File: src/rtl/mode_counter_pkg.sv
// Shared constants for the mode counter block.
//   MODE_WRAP : on a bound event, wrap to the opposite bound
//   MODE_SAT  : on a bound event, stick at the bound that was crossed
package mode_counter_pkg;

    localparam logic MODE_WRAP = 1'b0;
    localparam logic MODE_SAT  = 1'b1;

endpackage

File: src/rtl/mode_counter_next.sv
// Combinational next-count and bound-event logic for mode_counter.
// Ports:
//   cur        current count
//   limit      active upper bound
//   en         advance enable (already qualified by clear/load/clamp)
//   countdown  1 = subtract step, 0 = add step
//   step       unsigned magnitude; 0 holds
//   nxt        next count (equals cur when en is low)
//   evt_up     increment would pass limit
//   evt_dn     decrement would pass 0
module mode_counter_next
    import mode_counter_pkg::*;
#(
    parameter int   WIDTH  = 8,
    parameter int   STEP_W = 4,
    parameter logic MODE   = MODE_WRAP
) (
    input  logic [WIDTH-1:0]  cur,
    input  logic [WIDTH-1:0]  limit,
    input  logic              en,
    input  logic              countdown,
    input  logic [STEP_W-1:0] step,
    output logic [WIDTH-1:0]  nxt,
    output logic              evt_up,
    output logic              evt_dn
);

    logic [WIDTH:0]   step_ext;
    logic [WIDTH:0]   sum;
    logic [WIDTH-1:0] diff;

    always_comb begin
        // One extra bit so out + step can exceed an all-ones limit.
        step_ext = (WIDTH+1)'(step);
        sum      = {1'b0, cur} + step_ext;
        diff     = cur - step_ext[WIDTH-1:0];
        nxt      = cur;
        evt_up   = 1'b0;
        evt_dn   = 1'b0;
        if (en && !countdown) begin
            if (sum > {1'b0, limit}) begin
                evt_up = 1'b1;
                nxt    = (MODE == MODE_SAT) ? limit : '0;
            end else begin
                nxt = sum[WIDTH-1:0];
            end
        end else if (en && countdown) begin
            if (step_ext > {1'b0, cur}) begin
                evt_dn = 1'b1;
                nxt    = (MODE == MODE_SAT) ? '0 : limit;
            end else begin
                nxt = diff;
            end
        end
    end

endmodule

File: src/rtl/mode_counter.sv
// Up/down counter with programmable upper bound, wrap or saturate behaviour,
// terminal-count pulse and sticky overflow/underflow flags.
// Ports:
//   clk, reset_n        clock, async active-low reset
//   clear, load         sync clear / load (load_val clamped to limit)
//   limit_we, limit_val limit register write; lowering below count clamps it
//   en, countdown, step count enable, direction, step magnitude
//   flag_clr            clears ovf/unf (a same-edge set wins)
//   out                 registered count
//   tc                  registered pulse the cycle after a bound event
//   ovf, unf            sticky bound flags
//   at_limit            combinational out == limit
module mode_counter
    import mode_counter_pkg::*;
#(
    parameter int WIDTH    = 8,
    parameter int STEP_W   = 4,
    parameter int SATURATE = 0
) (
    input  logic              clk,
    input  logic              reset_n,
    input  logic              clear,
    input  logic              load,
    input  logic [WIDTH-1:0]  load_val,
    input  logic              limit_we,
    input  logic [WIDTH-1:0]  limit_val,
    input  logic              en,
    input  logic              countdown,
    input  logic [STEP_W-1:0] step,
    input  logic              flag_clr,
    output logic [WIDTH-1:0]  out,
    output logic              tc,
    output logic              ovf,
    output logic              unf,
    output logic              at_limit
);

    localparam logic MODE = (SATURATE != 0) ? MODE_SAT : MODE_WRAP;

    logic [WIDTH-1:0] count_q, count_d;
    logic [WIDTH-1:0] limit_q, limit_d;
    logic             tc_q, tc_d;
    logic             ovf_q, ovf_d;
    logic             unf_q, unf_d;
    logic [WIDTH-1:0] step_nxt;
    logic             evt_up, evt_dn;
    logic             clamp;
    logic             count_en;

    // A limit write below the current count forces the count down and
    // suppresses counting that cycle, so it can never raise an event.
    assign clamp    = limit_we && (limit_val < count_q);
    assign count_en = en && !clear && !load && !clamp;

    mode_counter_next #(
        .WIDTH  (WIDTH),
        .STEP_W (STEP_W),
        .MODE   (MODE)
    ) u_next (
        .cur       (count_q),
        .limit     (limit_q),
        .en        (count_en),
        .countdown (countdown),
        .step      (step),
        .nxt       (step_nxt),
        .evt_up    (evt_up),
        .evt_dn    (evt_dn)
    );

    always_comb begin
        count_d = step_nxt;
        limit_d = limit_q;
        if (clear) begin
            count_d = '0;
        end else if (load) begin
            count_d = (load_val > limit_q) ? limit_q : load_val;
        end else if (clamp) begin
            count_d = limit_val;
        end
        if (limit_we) begin
            limit_d = limit_val;
        end
        tc_d  = evt_up | evt_dn;
        ovf_d = evt_up | (ovf_q & ~flag_clr);
        unf_d = evt_dn | (unf_q & ~flag_clr);
    end

    always_ff @(posedge clk or negedge reset_n) begin
        if (!reset_n) begin
            count_q <= '0;
            limit_q <= '1;
            tc_q    <= 1'b0;
            ovf_q   <= 1'b0;
            unf_q   <= 1'b0;
        end else begin
            count_q <= count_d;
            limit_q <= limit_d;
            tc_q    <= tc_d;
            ovf_q   <= ovf_d;
            unf_q   <= unf_d;
        end
    end

    assign out      = count_q;
    assign tc       = tc_q;
    assign ovf      = ovf_q;
    assign unf      = unf_q;
    assign at_limit = (count_q == limit_q);

endmodule

File: config.mk
export PLATFORM = sky130hd
export DESIGN_NAME = mode_counter
export DESIGN_NICKNAME = d
export VERILOG_FILES = /design/src/rtl/mode_counter_pkg.sv /design/src/rtl/mode_counter_next.sv /design/src/rtl/mode_counter.sv
export SDC_FILE = /design/constraint.sdc
export NUM_CORES = 1
export LEC_CHECK = 0
export CAP_MARGIN = 20
export CORE_MARGIN = 8
export CORE_UTILIZATION = 34
export DETAILED_ROUTE_END_ITERATION = 7
export GPL_TIMING_DRIVEN = 1
export MAX_ROUTING_LAYER = met4
export PLACE_DENSITY = 0.54
export REMOVE_ABC_BUFFERS = 1
export SLEW_MARGIN = 10
export SYNTH_ARGS = -nofsm -noshare
export SYNTH_HDL_FRONTEND = slang
export SYNTH_HIERARCHICAL = 1
export SYNTH_SLANG_ARGS = --single-unit
export TNS_END_PERCENT = 1
File: constraint.sdc
create_clock -name clk -period 9.8 [get_ports clk]
set_input_delay 2.94 -clock clk [delete_from_list [all_inputs] [get_ports clk]]
set_output_delay 2.94 -clock clk [all_outputs]
set_load 0.005 [all_outputs]
==> impl_metrics.json <==
{
  "die-area_sq_mm": 0.0107,
  "crit_slowest_cell": "clkdlybuf4s50_1",
  "async_reset_ff_share_pct": 100,
  "finalCriticalPeriod_ps": 6430,
  "clk_pin_slew_ps": 70,
  "maxCapViolCount": 0,
  "clock_skew_ps": 3.48,
  "synth-seq-area-share_pct": 18.7,
  "post_cts_buffers": 0,
  "cts_made_buffers": 3,
  "viasPerCell": 5.45,
  "clk_latency_ps": 260,
  "synth.largest_area_cell": "ha_1",
  "coreArea_sq_mm": 0.00757,
  "path_common_cell": "ha_1",
  "wl_met1_um": 3440,
  "rsz0062_at_grt": "false",
  "wl_per_cell_um": 17.5,
  "die_w_um": 103,
  "crit_required_ps": 9940,
  "synth_edf_count": 0,
  "rows": 32,
  "critPathKind": "in2reg",
  "cts_resized": 0,
  "synth_area_leaders": "ha_1, dfrtp_1, dfstp_2",
  "avgSynthCellArea_sq_um": 8.70,
  "p_leak_nw": 1.24,
  "tns_ps": 0,
  "grt_max_degree": 20,
  "grt_usage_pct": 15.3,
  "dpl_cell_area_sq_mm": 0.00305,
  "drc": 0,
  "grt_pass1_vias": 2498,
  "yosysTopAreaCellShare_pct": 15.0,
  "detailroute.wirelength.met2_um": 3730,
  "dr_wl_met3_um": 232,
  "final_util_pct": 40.9,
  "max_clock_freq_ghz": 0.155,
  "hpwl_um": 6300,
  "drive_gt1_share_pct": 12.1,
  "dieHeight_um": 103,
  "synth-seq-cells": 19,
  "whs_ps": 485,
  "fin_crit_sh_pct": 65.6,
  "p_per_area_mw_per_mm2": 136,
  "routed.top_layer": "met4",
  "num_antenna_cells": 0,
  "cp.arrival_ps": 6570,
  "drtIter0Drc": 88,
  "clockBufferDepth": 2,
  "synthCells": 298,
  "gp_congestion": 0.915,
  "hold_viol": 0,
  "tightest_slew_ps": 888,
  "htree_levels": 1,
  "syn_to_final_growth_pct": 19.4,
  "synth_area_sq_mm": 0.00259,
  "cts_tree": "done",
  "ant_nets": 0,
  "setup_viol": 0,
  "portBuffers": 39,
  "routed_wl_um": 7580,
  "ir_worst_vdd_mv": 0.0441,
  "cts_sinks": 19,
  "synth_ff_type": "dfrtp_1",
  "p_total_w": 0.000421,
  "yosys_warnings": 6,
  "max_slew_margin_pct": 40.6,
  "grt_pass1_wl_um": 12500,
  "cp-start-kind": "primary input",
  "antenna_found_initial": 0,
  "cts_root_buffer": "clkbuf_8",
  "holdCritPathClass": "reg2reg",
  "status": "completed",
  "synth_cell_types": 71,
  "crit_path_end_kind": "flop",
  "initial_utilization_pct": 34.3,
  "grt-ovfl-total": 0,
  "final_area_sq_mm": 0.00310,
  "slew_viol_final": 0,
  "hold_buffers": 0,
  "cpPeakStageDelay_ps": 430,
  "first_pass_iters": 5,
  "worstPathMaxFanout": 5,
  "fin_nets": 393,
  "ioPinCount": 40,
  "path_cells": "clkdlybuf4s50_1, ha_1, fa_1, nor2b_1, o21a_1, nor2_1, xnor2_1, ha_1, nand4_2, o32ai_2, o22ai_2, and3_1, a221o_1, a22oi_1, nand4b_1",
  "vias": 2360,
  "fillCellCount": 749
}
cells in the mapped netlist (6+ instances only):
cell and count:
nor2b_1 6, ha_1 31, xnor2_1 13, a221oi_2 8
dfstp_2 8, and2_1 8, nand4_1 6, a21oi_1 13
nand2_1 17, dfrtp_1 11, o21ai_0 12, o211ai_1 11
inv_1 34, a22oi_1 14, nor2_1 17
worst paths after layout:
check | cells past startpoint | slack (ps) | start | endpoint
setup / recovery | 15 | 3370 | step[0] | out[6]
hold / removal | 1 | 480 | ovf | ovf
setup reg to reg | 14 | 6050 | out[0] | out[6]
hold reg to reg | 1 | 480 | ovf | ovf
max in group asynchronous | 1 | 6070 | reset_n | out[0]
min in group asynchronous | 1 | 3180 | reset_n | ovf
where the power goes:
group	internal (W)	switching, W
logic	0.000114	0.000133
clock network	0.0000283	0.0000266
registers	0.0000908	0.0000277
total	0.000233	0.000187
worst max-delay path: cells and delay by family:
kind            cells  cell delay [ps]
compound gates      5             1200
fa+ha+maj           3              970
simple gates        5              900
buf+inv             1              430
xor+xnor            1              110
sequential cells by signal, summed over array words and instances, names as in the netlist:
| register | cells |
|---|---|
| limit_q | 8 |
| out | 8 |
| tc | 1 |
| ovf | 1 |
| unf | 1 |
cells in the final DEF, fill, tap and decap left out, types with 8 or more instances in the layout:
| cell type | netlist | routed |
|---|---|---|
| a21oi_1 | 13 | 13 |
| a221oi_2 | 8 | 8 |
| a22oi_1 | 14 | 14 |
| and2_1 | 8 | 8 |
| clkdlybuf4s50_1 | 0 | 39 |
| dfrtp_1 | 11 | 11 |
| dfstp_2 | 8 | 8 |
| ha_1 | 31 | 31 |
| inv_1 | 34 | 34 |
| nand2_1 | 17 | 17 |
| nor2_1 | 17 | 17 |
| o211ai_1 | 11 | 11 |
| o21ai_0 | 12 | 12 |
| xnor2_1 | 13 | 13 |
per-stage QoR:
stage	worst slack [ps]	std cells
6_report	3370	433
5_1_grt	3130	433
3_3_place_gp	3200	429
4_1_cts	3400	433
2_1_floorplan	3860	288
3_5_place_dp	3100	429
metal layers:
| metal | GRT usage, % | vias to the layer above |
|---|---|---|
| met5 | - | - |
| met4 | 5.23 | 0 |
| met3 | 0.669 | 11 |
| met2 | 26.3 | 56 |
| met1 | 18.6 | 1100 |
| li1 | - | 1193 |
kinds of logic after synthesis:
| logic type | after synthesis | share of synthesized area (%) |
|---|---|---|
| XOR/XNOR | 15 | 5.07 |
| adder cells (fa/ha/maj) | 33 | 16.5 |
| AO/OA/AOI/OAI | 106 | 34.2 |
| flip-flops | 19 | 18.7 |
| multiplexers | 1 | 0.434 |
| AND/OR/NAND/NOR | 80 | 17.8 |
| buffers and inverters | 44 | 7.28 |
cell type report:
cell class,count,area (sq um),share of cell area (%)
repair buffers,39,390,12.6
multi-input cells,235,1920,62.0
clock inverters,1,5.00,0.162
inverters,34,128,4.12
clock buffers,3,41.3,1.33
well taps,102,128,4.12
flip-flops and latches,19,485,15.7
Note: power is estimated with default switching activity, not from simulation.
